[src/rtl/fir_xifu_pkg.sv]
// Shared types and defaults for the FIR XIFU issue/commit controller.
package fir_xifu_pkg;

  localparam int unsigned NB_REGS_DEF  = 4;
  localparam int unsigned DEPTH_DEF    = 4;
  localparam int unsigned ID_WIDTH_DEF = 4;
  localparam int unsigned RW_DEF       = $clog2(NB_REGS_DEF);

  // XIFU register index and XIF instruction id as stored in the in-flight queue.
  typedef logic [RW_DEF-1:0]       reg_idx_t;
  typedef logic [ID_WIDTH_DEF-1:0] xif_id_t;

  // One in-flight instruction, oldest at the queue head.
  typedef struct packed {
    xif_id_t  id;
    reg_idx_t rd;
    logic     rd_we;
    logic     committed;
    logic     killed;
  } fir_xifu_ctrl_entry_t;

endpackage

[src/rtl/fir_xifu_scoreboard.sv]
// Busy-bit scoreboard for the XIFU register file plus the issue hazard check.
// A register is busy from the push of its writer until its write-back
// (or until the writer is dropped by a kill).
module fir_xifu_scoreboard
  import fir_xifu_pkg::*;
#(
  parameter  int unsigned NB_REGS = NB_REGS_DEF,
  localparam int unsigned RW      = $clog2(NB_REGS)
) (
  input  logic               clk_i,
  input  logic               rst_ni,
  input  logic [NB_REGS-1:0] set,
  input  logic [NB_REGS-1:0] clr,
  input  logic [1:0]         rs_use,
  input  logic [RW-1:0]      rs1,
  input  logic [RW-1:0]      rs2,
  input  logic               rd_we,
  input  logic [RW-1:0]      rd,
  output logic [NB_REGS-1:0] busy,
  output logic               hazard
);

  logic [NB_REGS-1:0] busy_q;

  // Busy flops: clears and sets never hit the same register in one cycle,
  // because the WAW check blocks a push onto a register that is still busy.
  always_ff @(posedge clk_i or negedge rst_ni) begin
    if (!rst_ni) begin
      busy_q <= '0;
    end else begin
      // NOTE: state is updated with <= so every flop samples the pre-edge value.
      busy_q <= (busy_q & ~clr) | set;
    end
  end

  assign busy = busy_q;

  // RAW on either used source, or WAW on the destination.
  assign hazard = (rs_use[0] & busy_q[rs1])
                | (rs_use[1] & busy_q[rs2])
                | (rd_we     & busy_q[rd]);

endmodule

[src/rtl/fir_xifu_ctrl.sv]
// In-order issue/commit controller for the FIR XIFU coprocessor.
// Accepted instructions wait in a circular queue until the core commits them;
// the head is then handed to EX, or dropped silently if it was killed.
// Queue entries use the package id/index widths, so NB_REGS and ID_WIDTH
// are expected to match the package defaults.
module fir_xifu_ctrl
  import fir_xifu_pkg::*;
#(
  parameter  int unsigned NB_REGS  = NB_REGS_DEF,
  parameter  int unsigned DEPTH    = DEPTH_DEF,
  parameter  int unsigned ID_WIDTH = ID_WIDTH_DEF,
  localparam int unsigned RW       = $clog2(NB_REGS),
  localparam int unsigned AW       = $clog2(DEPTH)
) (
  input  logic                clk_i,
  input  logic                rst_ni,
  input  logic                issue_valid_i,
  input  logic                issue_accept_i,
  input  logic [ID_WIDTH-1:0] issue_id_i,
  input  logic [1:0]          issue_rs_use_i,
  input  logic [RW-1:0]       issue_rs1_i,
  input  logic [RW-1:0]       issue_rs2_i,
  input  logic                issue_rd_we_i,
  input  logic [RW-1:0]       issue_rd_i,
  output logic                issue_ready_o,
  input  logic                commit_valid_i,
  input  logic [ID_WIDTH-1:0] commit_id_i,
  input  logic                commit_kill_i,
  output logic                ex_valid_o,
  output logic [ID_WIDTH-1:0] ex_id_o,
  input  logic                ex_ready_i,
  input  logic                wb_valid_i,
  input  logic [RW-1:0]       wb_rd_i,
  output logic [NB_REGS-1:0]  busy_o,
  output logic [AW:0]         inflight_o
);

  fir_xifu_ctrl_entry_t queue_q [DEPTH];
  fir_xifu_ctrl_entry_t head;
  fir_xifu_ctrl_entry_t new_entry;

  // Pointers carry one extra wrap bit so full and empty are distinguishable.
  logic [AW:0]        rd_ptr_q, wr_ptr_q;
  logic [AW-1:0]      rd_idx, wr_idx;
  logic [AW:0]        occupancy;
  logic               empty, full;
  logic [DEPTH-1:0]   live;
  logic [AW-1:0]      offset;

  logic               hazard;
  logic               push, pop_exec, pop_kill, pop;
  logic               commit_new;
  logic [NB_REGS-1:0] busy_set, busy_clr;

  assign rd_idx    = rd_ptr_q[AW-1:0];
  assign wr_idx    = wr_ptr_q[AW-1:0];
  assign occupancy = wr_ptr_q - rd_ptr_q;
  assign empty     = (rd_ptr_q == wr_ptr_q);
  assign full      = (rd_ptr_q[AW] != wr_ptr_q[AW]) && (rd_idx == wr_idx);
  assign head      = queue_q[rd_idx];

  // Outputs depend on registered queue state plus the decoded issue fields.
  assign issue_ready_o = !full && !hazard;
  assign ex_valid_o    = !empty && head.committed && !head.killed;
  assign ex_id_o       = ID_WIDTH'(head.id);
  assign inflight_o    = occupancy;

  assign push     = issue_valid_i && issue_accept_i && issue_ready_o;
  assign pop_exec = ex_valid_o && ex_ready_i;
  assign pop_kill = !empty && head.killed;
  assign pop      = pop_exec || pop_kill;

  // Mark which slots hold in-flight entries: distance from the head below occupancy.
  always_comb begin
    // NOTE: every variable gets a default first, so no path can infer a latch.
    live   = '0;
    offset = '0;
    for (int unsigned i = 0; i < DEPTH; i++) begin
      offset  = AW'(i) - rd_idx;
      live[i] = ({1'b0, offset} < occupancy);
    end
  end

  // Build the pushed entry; a commit for the same id in this cycle lands on it directly.
  always_comb begin
    commit_new          = commit_valid_i && (commit_id_i == issue_id_i);
    new_entry           = '0;
    new_entry.id        = xif_id_t'(issue_id_i);
    new_entry.rd        = reg_idx_t'(issue_rd_i);
    new_entry.rd_we     = issue_rd_we_i;
    new_entry.committed = commit_new && !commit_kill_i;
    new_entry.killed    = commit_new && commit_kill_i;
  end

  // Scoreboard set on push, clear on write-back or when a killed writer is dropped.
  always_comb begin
    busy_set = '0;
    busy_clr = '0;
    if (push && issue_rd_we_i) busy_set[issue_rd_i] = 1'b1;
    if (wb_valid_i)            busy_clr[wb_rd_i]    = 1'b1;
    if (pop_kill && head.rd_we) busy_clr[head.rd]   = 1'b1;
  end

  // Queue storage and pointers; commits mark every live entry with a matching id.
  always_ff @(posedge clk_i or negedge rst_ni) begin
    if (!rst_ni) begin
      rd_ptr_q <= '0;
      wr_ptr_q <= '0;
      // NOTE: the storage is reset as well so ex_id_o reads 0 out of reset.
      for (int unsigned i = 0; i < DEPTH; i++) begin
        queue_q[i] <= '0;
      end
    end else begin
      for (int unsigned i = 0; i < DEPTH; i++) begin
        if (live[i] && commit_valid_i && (queue_q[i].id == xif_id_t'(commit_id_i))) begin
          if (commit_kill_i) queue_q[i].killed    <= 1'b1;
          else               queue_q[i].committed <= 1'b1;
        end
      end
      // The write slot is never live here because push requires a non-full queue.
      if (push) begin
        queue_q[wr_idx] <= new_entry;
        wr_ptr_q        <= wr_ptr_q + (AW+1)'(1);
      end
      if (pop) begin
        rd_ptr_q <= rd_ptr_q + (AW+1)'(1);
      end
    end
  end

  fir_xifu_scoreboard #(
    .NB_REGS (NB_REGS)
  ) u_scoreboard (
    .clk_i  (clk_i),
    .rst_ni (rst_ni),
    .set    (busy_set),
    .clr    (busy_clr),
    .rs_use (issue_rs_use_i),
    .rs1    (issue_rs1_i),
    .rs2    (issue_rs2_i),
    .rd_we  (issue_rd_we_i),
    .rd     (issue_rd_i),
    .busy   (busy_o),
    .hazard (hazard)
  );

endmodule

[config.mk]
export PLATFORM = sky130hd
export DESIGN_NAME = fir_xifu_ctrl
export DESIGN_NICKNAME = d
export VERILOG_FILES = /design/src/rtl/fir_xifu_pkg.sv /design/src/rtl/fir_xifu_scoreboard.sv /design/src/rtl/fir_xifu_ctrl.sv
export SDC_FILE = /design/constraint.sdc
export NUM_CORES = 1
export LEC_CHECK = 0
export ABC_AREA = 1
export CAP_MARGIN = 20
export CORE_MARGIN = 5
export CORE_UTILIZATION = 50
export CTS_CLUSTER_DIAMETER = 50
export DETAILED_ROUTE_END_ITERATION = 10
export DONT_BUFFER_PORTS = 1
export HOLD_SLACK_MARGIN = 0.12
export PLACE_DENSITY = 0.71
export SLEW_MARGIN = 20
export SYNTH_ARGS = -nofsm -noshare
export SYNTH_HDL_FRONTEND = slang
export SYNTH_HIERARCHICAL = 1
export SYNTH_SLANG_ARGS = --single-unit
[constraint.sdc]
create_clock -name clk_i -period 3.2 [get_ports clk_i]
set_clock_uncertainty 0.15 [all_clocks]
set_input_delay 0.48 -clock clk_i [delete_from_list [all_inputs] [get_ports clk_i]]
set_output_delay 0.48 -clock clk_i [all_outputs]
set_load 0.05 [all_outputs]
* Yosys cells after proc, flatten, opt, wreduce, memory -nomap -nowiden
Index checks and enable logic that the tools add are counted.
** Word-level totals
- Register bits :: 46
- Bits of input ports :: 27
- Output and inout port bits :: 13
- Word-level logic and storage cells :: 129
** Cells by class
- Add/sub/neg operators :: 7
- Order comparisons :: 15
- Equality and inequality tests :: 8
- Muxes and demuxes :: 34
- Bitwise logic cells :: 11
- Reduce and logical (&&, ||, !) cells :: 31
** Operators with widths (number)
- bitwise mux 36 bit :: 1
- 2-to-1 mux 29 bit :: 1
- 2-to-1 mux 9 bit :: 3
- logical AND 1 bit :: 25
- == test 4 bit :: 5
- binary-select mux 9 bit (select 2 bit) :: 1
- demux 9 bit (select 2 bit) :: 1
- < comparator 2 x 3 -> 1 bit, second input constant :: 5
- 2-to-1 mux 1 bit :: 14
- < comparator 2 x 3 -> 1 bit :: 4
- 2-to-1 mux 4 bit :: 3
- 2-to-1 mux 2 bit :: 4
- bitwise OR 4 bit :: 2
- adder 3 x 1 -> 3 bit, second input constant :: 2
- binary-select mux 1 bit (select 2 bit) :: 3
- demux 1 bit (select 2 bit) :: 3
- greater-or-equal comparator 2 x 1 -> 1 bit, second input constant :: 3
- greater-or-equal comparator 3 bit, second input constant :: 2
- NOT 2 -> 3 bit :: 2
- logical NOT 1 bit :: 5
- AND 4 bit :: 1
- NOT 4 bit :: 1
- subtractor 1 x 2 -> 2 bit, first input constant :: 2
- subtractor 2 bit, first input constant :: 2
- 8 further kinds :: 11

* Logic depth before layout (Yosys ltp)
Gate-level depths: netlist of run 1.
- Word-level depth :: 13
- Depth in mapped cells :: 14
- Depth with buffers taken out :: 13

* Cells and area by module
Netlist of run 1, hierarchy kept.
** By module, submodules not included
- fir_xifu_ctrl :: instances 1, cells each 412, area each 2906.5 µm², seq. area each 1051.0 µm²
- fir_xifu_scoreboard :: instances 1, cells each 38, area each 257.7 µm², seq. area each 100.1 µm²

* Worst setup path after synthesis of run 1
Ideal clock, no wire load.
- Path type :: register -> register
- Start point :: reg rd_ptr_q[1]
- End point :: reg queue_q[18] in the netlist's numbering
- Library setup time :: 113 ps
- Arrival :: 2534 ps
- Setup slack :: 403 ps
- Cell stages (with the launch flop) :: 13
- Period minus slack after synthesis :: 2797 ps
- Cell sequence :: dfrtp_1 buf_4 inv_1 buf_2 fa_1 inv_1 ha_1 o21bai_1 nand3_1 nand3_1 nand2_1 nand2_1 inv_1
** Between the ends
- Longest elaborated chain between the ends :: 7
- Elaborated cells on any way between the ends :: 13
** RTL lines
- start: declaration :: line fir_xifu_ctrl.sv:43 : logic [AW:0] rd_ptr_q, wr_ptr_q;
- start signal: assignment :: line fir_xifu_ctrl.sv:126 : rd_ptr_q <= rd_ptr_q + (AW+1)'(1);
- subtractor 3 bit * :: line fir_xifu_ctrl.sv:57 : assign occupancy = wr_ptr_q - rd_ptr_q;
- named net inflight_o[1] :: line fir_xifu_ctrl.sv:35 : output logic [AW:0] inflight_o
- < comparator 2 x 3 -> 1 bit * :: line fir_xifu_ctrl.sv:80 : live[i] = ({1'b0, offset} < occupancy);
- logical AND 1 bit * (2 in a row) :: line fir_xifu_ctrl.sv:115 : if (live[i] && commit_valid_i && (queue_q[i].id == xif_id_t'(commit_id_i))) begin
- 2-to-1 mux 2 bit * :: line fir_xifu_ctrl.sv:115
- bitwise mux 36 bit :: line fir_xifu_ctrl.sv:122 : queue_q[wr_idx] <= new_entry;
- 2-to-1 mux 29 bit * :: line fir_xifu_ctrl.sv:121 : if (push) begin
- end signal: indexed assignment :: line fir_xifu_ctrl.sv:122
- end: declaration :: line fir_xifu_ctrl.sv:38 : fir_xifu_ctrl_entry_t queue_q [DEPTH];
The timed path passes the listed nets; every way through them passes the cells marked *.
A chain may end at the register's enable or synchronous reset.

* Final worst setup path of run 1
- Start point :: reg rd_ptr_q[1]
- End point :: out inflight_o[2]
** Between the ends
- Longest elaborated chain between the ends :: 1
** RTL lines (line)
- subtractor 3 bit :: fir_xifu_ctrl.sv:57
- end: declaration :: fir_xifu_ctrl.sv:35
No other way between the ends.

==> results of run 1 <==
[final timing paths]
kind	start	slack, ns	to
worst max-delay path	rd_ptr_q[1]	0.33	inflight_o[2]
worst min-delay path	issue_rd_we_i	0.14	queue_q[29]
worst max register to register	rd_ptr_q[1]	0.65	queue_q[18]
worst min register to register	queue_q[29]	0.34	queue_q[29]
max in group asynchronous	rst_ni	2.15	queue_q[13]
min in group asynchronous	rst_ni	0.53	queue_q[16]
[final cells by class]
cell class              count  area [um^2]  share of cell area, %
multi-input cells         311         1630                   47.9
clock inverters             1         5.00                  0.148
well taps                  77         96.3                   2.84
inverters                  84          315                   9.30
clock buffers               7         86.3                   2.55
repair buffers             12          113                   3.32
flip-flops and latches     46         1150                   33.9
[cell usage in the layout (no fill, tap or decap)]
cell / synthesis / final
sky130_fd_sc_hd__a21oi_1: 24 / 24
sky130_fd_sc_hd__buf_16: 0 / 1
sky130_fd_sc_hd__buf_4: 1 / 10
sky130_fd_sc_hd__clkbuf_1: 0 / 1
sky130_fd_sc_hd__clkbuf_8: 0 / 6
sky130_fd_sc_hd__clkinv_2: 0 / 1
sky130_fd_sc_hd__dfrtp_1: 46 / 46
sky130_fd_sc_hd__dlygate4sd3_1: 0 / 1
sky130_fd_sc_hd__fa_1: 1 / 1
sky130_fd_sc_hd__ha_1: 13 / 13
sky130_fd_sc_hd__inv_1: 77 / 77
sky130_fd_sc_hd__inv_2: 7 / 7
sky130_fd_sc_hd__nand2_1: 144 / 144
sky130_fd_sc_hd__nand2_2: 2 / 2
sky130_fd_sc_hd__nand2_4: 2 / 2
sky130_fd_sc_hd__nand3_1: 35 / 35
sky130_fd_sc_hd__nand3_2: 2 / 2
sky130_fd_sc_hd__nand3b_1: 2 / 2
sky130_fd_sc_hd__nand4_1: 1 / 1
sky130_fd_sc_hd__nand4_2: 1 / 1
sky130_fd_sc_hd__nand4_4: 3 / 3
sky130_fd_sc_hd__nor2_1: 21 / 21
sky130_fd_sc_hd__nor3_1: 4 / 4
sky130_fd_sc_hd__o211ai_1: 4 / 4
sky130_fd_sc_hd__o211ai_2: 2 / 2
sky130_fd_sc_hd__o21ai_0: 25 / 25
sky130_fd_sc_hd__o21ai_1: 9 / 9
sky130_fd_sc_hd__o21ai_2: 4 / 4
sky130_fd_sc_hd__o21bai_1: 8 / 8
sky130_fd_sc_hd__xnor2_1: 1 / 1
sky130_fd_sc_hd__xor2_1: 3 / 3
[routing by layer]
metal | global-route usage [%] | vias up | routed length [um]
met5 | 0 | - | 0
met4 | 5.82 | 0 | 110
met3 | 3.32 | 13 | 350
met2 | 31.4 | 73 | 3620
met1 | 27.4 | 1276 | 3350
li1 | - | 1426 | -
[logic make-up (layout without fill, tap and decap cells)]
logic type,Yosys count,count (layout),synth area share (%)
AND/OR/NAND/NOR,217,217,30.6
buffers and inverters,93,104,12.3
AO/OA/AOI/OAI,76,76,13.9
flip-flops,46,46,36.4
adder cells (fa/ha/maj),14,14,5.77
XOR/XNOR,4,4,1.11
[worst reg2reg max path, stage by stage, from the launching register on]
cell                       delay (ns)
sky130_fd_sc_hd__dfrtp_1         0.61
sky130_fd_sc_hd__inv_1           0.17
sky130_fd_sc_hd__fa_1            0.58
sky130_fd_sc_hd__inv_1           0.10
sky130_fd_sc_hd__ha_1            0.31
sky130_fd_sc_hd__o21bai_1        0.17
sky130_fd_sc_hd__nand3_1         0.13
sky130_fd_sc_hd__nand3_1         0.11
sky130_fd_sc_hd__nand2_1         0.05
sky130_fd_sc_hd__nand2_1         0.05
sky130_fd_sc_hd__inv_1           0.03
[through the flow]
stage               setup WS, ns  std cells
floorplan                  0.403        450
global placement           0.732        528
detailed placement         0.686        528
CTS                        0.349        538
global route               0.237        538
finish                     0.332        538
[registers in the layout (all words and copies together) (netlist names)]
name	count
rd_ptr_q	3
wr_ptr_q	3
queue_q	36
u_scoreboard/busy	4
[power by group]
part | internal [W] | switching [W] | total (W)
combinational | 0.000755 | 0.00155 | 0.00230
clock | 0.000174 | 0.000192 | 0.000366
sequential | 0.000852 | 0.000288 | 0.00114
==> summary.md, run 1 <==
| Metric | Value |
|---|---|
| Detail-routed via count per cell | `5.18` |
| Worst endpoint required time | `2.57 ns` |
| Hold Violations, Final | `0` |
| Number of cells traversed by the worst register-to-register path | `10` |
| Distinct cell type count after synthesis | `28` |
| Total non-filler cell area in the finished layout | `0.00339 mm^2` |
| Top Ports | `40` |
| Initial drt markers | `163` |
| Post-synth design cell area | `0.00316 mm^2` |
| Unrepaired setup endpoints after global routing | `no` |
| Number of antenna violations at the first check in global routing | `0` |
| VDD IR max | `647 uV` |
| Top cell type's share of synthesized area | `36.4%` |
| Worst Hold Class | `input port to register` |
| Overall power after layout | `0.00381 W` |
| Deepest level of the CTS H-tree | `2` |
| Cell count of the worst hold path | `2` |
| Number of filler instances in the final layout | `599` |
| Total setup violations reported at the end of the flow | `0` |
| Power density normalized to cell area | `1120 mW/mm^2` |
| Clock period minus final worst setup slack | `2.87 ns` |
| HPWL after detailed placement | `5.60 mm` |
| Launching element type of the critical path | `register` |
| Area growth syn-to-layout | `7.20%` |
| Die area | `0.00802 mm^2` |
| Hold-fix buffer count after cts | `2` |
| Cell type contributing the most total cell area after synthesis | `sky130_fd_sc_hd__dfrtp_1` |
| Post-CTS Setup Inserts | `0` |
| Pin count of the biggest net entering global routing | `47` |
| CP Data Arrival Time | `2.24 ns` |
| Number of iterations in the first detailed-routing pass | `5` |
| Max capacitance violation total | `0` |
| Initial Utilization | `50.7%` |
| Warnings from Yosys | `6` |
| Leading post-synthesis cells by cell area | `sky130_fd_sc_hd__dfrtp_1 (36%), sky130_fd_sc_hd__nand2_1 (17%), sky130_fd_sc_hd__inv_1 (9.1%)` |
| Run status | `completed` |
| Skew-Pair Late Insertion Delay | `0.30 ns` |
| Worst setup path class | `register to primary output` |
| FFs w/ async S/R, synth | `100%` |
| Y dimension of the die | `89.6 um` |
| Synthesized area per cell | `7.03 um^2` |
| Number of buffer cells added on primary ports | `0` |
| Chip width | `89.6 um` |
| Global-route congestion overflow total | `0` |
| Total via count in the routed design | `2,788` |
| Count of mapped cells out of synthesis | `450` |
| Hold slack final | `0.144 ns` |
| Synth top cells by count | `sky130_fd_sc_hd__nand2_1 (144), sky130_fd_sc_hd__inv_1 (77), sky130_fd_sc_hd__dfrtp_1 (46)` |
| Routed wire length | `7.43 mm` |
| Cell at the slowest stage of the critical path | `sky130_fd_sc_hd__dfrtp_1` |
| Register clock-pin slew on the reported worst setup and hold paths | `0.08 ns` |
| CTS tree | `built` |
| Total of flip-flops plus latches after synthesis | `46` |
| Total of cells resized after clock tree synthesis | `0` |
| Antenna Diode Count | `0` |
| RD Place Congestion | `0.912` |
| Sequential fraction of the synthesis area | `36.4%` |
| Average wire length per cell after detail routing | `13.8 um` |
| Number of nets in the finished design | `501` |
| Number of buffers on the longest clock path | `2` |
| Lkg Pwr | `1.85 nW` |
| Critical path capture point type | `primary output` |
| Inserted Clock Buffers | `5` |
| Crit path buf inv count | `1` |
| CTS sink count | `46` |
| Final Core Density | `54.4%` |
| Relative slew margins | `59.6%` |
| Fraction of final layout cells with drive strength greater than 1 | `8.89%` |
| Post-DP Area | `0.00326 mm^2` |
| First-pass GRT wire length | `12.2 mm` |
| Core Rows | `29` |
| Number of global-route vias before repair | `2,504` |
| Cell breakdown of the critical path | `inv_1, fa_1, nand3b_1, nand2_1` |
| Path length in cells of the critical path | `4` |
| Std-Cell Core Area | `0.00624 mm^2` |
| Max Clock Freq | `349 MHz` |
| Total Negative Setup Slacks | `0 ns` |
| Highest net fanout along the worst path | `11` |
| Main synth FF type | `sky130_fd_sc_hd__dfrtp_1` |
| Transition at the pin with the smallest max-transition slack | `0.607 ns` |
| Count of final max-slew check failures | `0` |
| Stage delay of the slowest cell on the critical path | `0.61 ns` |
| Cell at the root of the clock tree | `sky130_fd_sc_hd__clkbuf_8` |
| Most frequent cell after synthesis | `sky130_fd_sc_hd__nand2_1` |
| Final worst-path cycle share | `89.6%` |
| Remaining DRCs | `0` |
| Syn nets | `491` |
| Family with the most delay on the worst path | `simple AND/OR/NAND/NOR gates` |
| Number of routed nets with antenna violations | `0` |
| Overall global routing resource usage | `19.7%` |
| Number of synthesized flops with an enable pin | `0` |
Note: power is estimated with default switching activity, not from simulation.
==> run 2, diff against run 1 <==
--- a/config.mk
+++ b/config.mk
@@ -9,6 +9,7 @@
 export CAP_MARGIN = 20
 export CORE_MARGIN = 5
 export CORE_UTILIZATION = 50
+export CTS_BUF_LIST = sky130_fd_sc_hd__clkbuf_8
 export CTS_CLUSTER_DIAMETER = 50
 export DETAILED_ROUTE_END_ITERATION = 10
 export DONT_BUFFER_PORTS = 1
==> run 2 against run 1 <==
- sequential share of layout area is the same
- cell count stayed put
- core utilization is the same
- non-clock buffer count stayed put
- cell area is the same
- clock power down 1%
- critical path depth stayed put
- wire length decreased by 0.26%
- register-to-register slack about the same
- global-route usage unchanged
- sequential cell count stayed put
- critical endpoint unchanged
- largest power group unchanged
==> summary.md, run 2 (synthesis gave the netlist of run 1 again) <==
| Metric | Value |
|---|---|
| Area growth syn-to-layout | `7.20% (unchanged)` |
| Number of global-route vias before repair | `2,504 (unchanged)` |
| Deepest level of the CTS H-tree | `2 (unchanged)` |
| Power density normalized to cell area | `1120 mW/mm^2 (about the same)` |
| Post-CTS Setup Inserts | `0 (unchanged)` |
| Critical path capture point type | `primary output` |
| Worst setup path class | `register to primary output` |
| Detail-routed via count per cell | `5.17 (-0.25%)` |
| Number of flip-flops in the largest register | `36 (unchanged)` |
| HPWL after detailed placement | `5.60 mm (unchanged)` |
| Skew-Pair Late Insertion Delay | `0.30 ns (about the same)` |
| Number of nets in the finished design | `501 (unchanged)` |
| Std-Cell Core Area | `0.00624 mm^2 (unchanged)` |
| Routed wire length | `7.42 mm (-0.26%)` |
| Register clock-pin slew on the reported worst setup and hold paths | `0.08 ns (about the same)` |
| Relative slew margins | `59.6% (about the same)` |
| Initial Utilization | `50.7% (unchanged)` |
| Cell at the root of the clock tree | `sky130_fd_sc_hd__clkbuf_8` |
| Number of antenna violations at the first check in global routing | `0 (unchanged)` |
| Total setup violations reported at the end of the flow | `0 (unchanged)` |
| Count of final max-slew check failures | `0 (unchanged)` |
| Die area | `0.00802 mm^2 (unchanged)` |
| Average wire length per cell after detail routing | `13.8 um (-0.26%)` |
| Inserted Clock Buffers | `5 (unchanged)` |
| Unrepaired setup endpoints after global routing | `no` |
| Final worst-path cycle share | `89.2% (-0.43 points)` |
| Top Ports | `40 (unchanged)` |
| Lkg Pwr | `1.85 nW (+0.22%)` |
| Total via count in the routed design | `2,781 (-0.25%)` |
| Number of buffers on the longest clock path | `2 (unchanged)` |
| Launching element type of the critical path | `register` |
| Hold Violations, Final | `0 (unchanged)` |
| Y dimension of the die | `89.6 um (unchanged)` |
| Remaining DRCs | `0 (unchanged)` |
| Final Core Density | `54.4% (unchanged)` |
| Fraction of final layout cells with drive strength greater than 1 | `8.89% (unchanged)` |
| Highest net fanout along the worst path | `11 (unchanged)` |
| Pin count of the biggest net entering global routing | `47 (unchanged)` |
| CP Data Arrival Time | `2.22 ns (-0.02 ns)` |
| CTS sink count | `46 (unchanged)` |
| Number of iterations in the first detailed-routing pass | `4 (-1)` |
| Max capacitance violation total | `0 (unchanged)` |
| Register with the most flip-flops | `queue_q` |
| VDD IR max | `647 uV (about the same)` |
| Most common cell after layout, fill and taps aside | `sky130_fd_sc_hd__nand2_1` |
| Commonest non-fill, non-tap cells in the layout | `sky130_fd_sc_hd__nand2_1 (144), sky130_fd_sc_hd__inv_1 (78), sky130_fd_sc_hd__dfrtp_1 (46), sky130_fd_sc_hd__nand3_1 (35), sky130_fd_sc_hd__o21ai_0 (25)` |
| CTS tree | `built` |
| Number of buffer cells added on primary ports | `0 (unchanged)` |
| Run status | `completed` |
| Worst Hold Class | `input port to register` |
| Overall global routing resource usage | `19.7% (unchanged)` |
| Antenna Diode Count | `0 (unchanged)` |
| Core Rows | `29 (unchanged)` |
| RD Place Congestion | `0.912 (unchanged)` |
| Clock period minus final worst setup slack | `2.85 ns (-0.0137 ns)` |
| Number of routed nets with antenna violations | `0 (unchanged)` |
| Initial drt markers | `162 (-0.61%)` |
| Worst endpoint required time | `2.57 ns (about the same)` |
| Total Negative Setup Slacks | `0 ns (unchanged)` |
| Global-route congestion overflow total | `0 (unchanged)` |
| Transition at the pin with the smallest max-transition slack | `0.607 ns (+0.000126 ns)` |
| Max Clock Freq | `350 MHz (+0.48%)` |
| First-pass GRT wire length | `12.2 mm (unchanged)` |
| Chip width | `89.6 um (unchanged)` |
[run 2: path summary, 6_finish.rpt]
kind,from,endpoint,slack (ns),cells after the start
worst max-delay path,rd_ptr_q[1],inflight_o[2],0.35,4
worst min-delay path,issue_rd_we_i,queue_q[29],0.15,2
worst max register to register,rd_ptr_q[1],queue_q[18],0.65,10
worst min register to register,queue_q[29],queue_q[29],0.34,2
max in group asynchronous,rst_ni,queue_q[32],2.15,2
min in group asynchronous,rst_ni,queue_q[34],0.53,2
[run 2: layout make-up]
| cell class | count | area (um^2) |
|---|---|---|
| well taps | 77 | 96.3 |
| flip-flops and latches | 46 | 1150 |
| multi-input cells | 311 | 1630 |
| repair buffers | 12 | 113 |
| fillers | 599 | 2850 |
| inverters | 84 | 315 |
| clock inverters | 2 | 8.76 |
| clock buffers | 6 | 82.6 |
[run 2: critical path: stages (launching register included)]
cell	delay, ns
sky130_fd_sc_hd__dfrtp_1	0.60
sky130_fd_sc_hd__inv_1	0.17
sky130_fd_sc_hd__fa_1	0.45
sky130_fd_sc_hd__nand3b_1	0.27
sky130_fd_sc_hd__nand2_1	0.44
[run 2: what timing repair did]
item | in CTS | in global routing
endpoints found under the hold margin | 46 | 0
hold buffers | 2 | 0
resized for setup | 0 | 0
[run 2: stage by stage]
| step | total power [W] | setup slack (ns) | hold slack (ns) | instances | area, um^2 |
|---|---|---|---|---|---|
| after global placement | 0.00336 | 0.732 | 0.0354 | 528 | 3260 |
| after detailed placement | 0.00343 | 0.686 | 0.0359 | 528 | 3260 |
| final | 0.00381 | 0.345 | 0.147 | 538 | 3390 |
| after floorplan | 0.00293 | 0.403 | 0.0344 | 450 | 3160 |
| after CTS | 0.00382 | 0.349 | 0.140 | 538 | 3390 |
| after global routing | 0.00417 | 0.237 | 0.146 | 538 | 3390 |
[run 2: where the power goes]
part,switching [W],internal [W]
clock,0.000191,0.000171
combinational,0.00155,0.000755
sequential,0.000288,0.000852
total,0.00203,0.00178
[run 2: metal layers]
layer  vias up  GRT usage (%)  wire length, um  part of all wire [%]
li1       1427              -                -                     -
met1      1279           27.4             3360                    45
met2        62           31.4             3620                    49
met3        13           3.32              330                   4.5
met4         0           5.82              107                   1.4
met5         -              0                0                     0
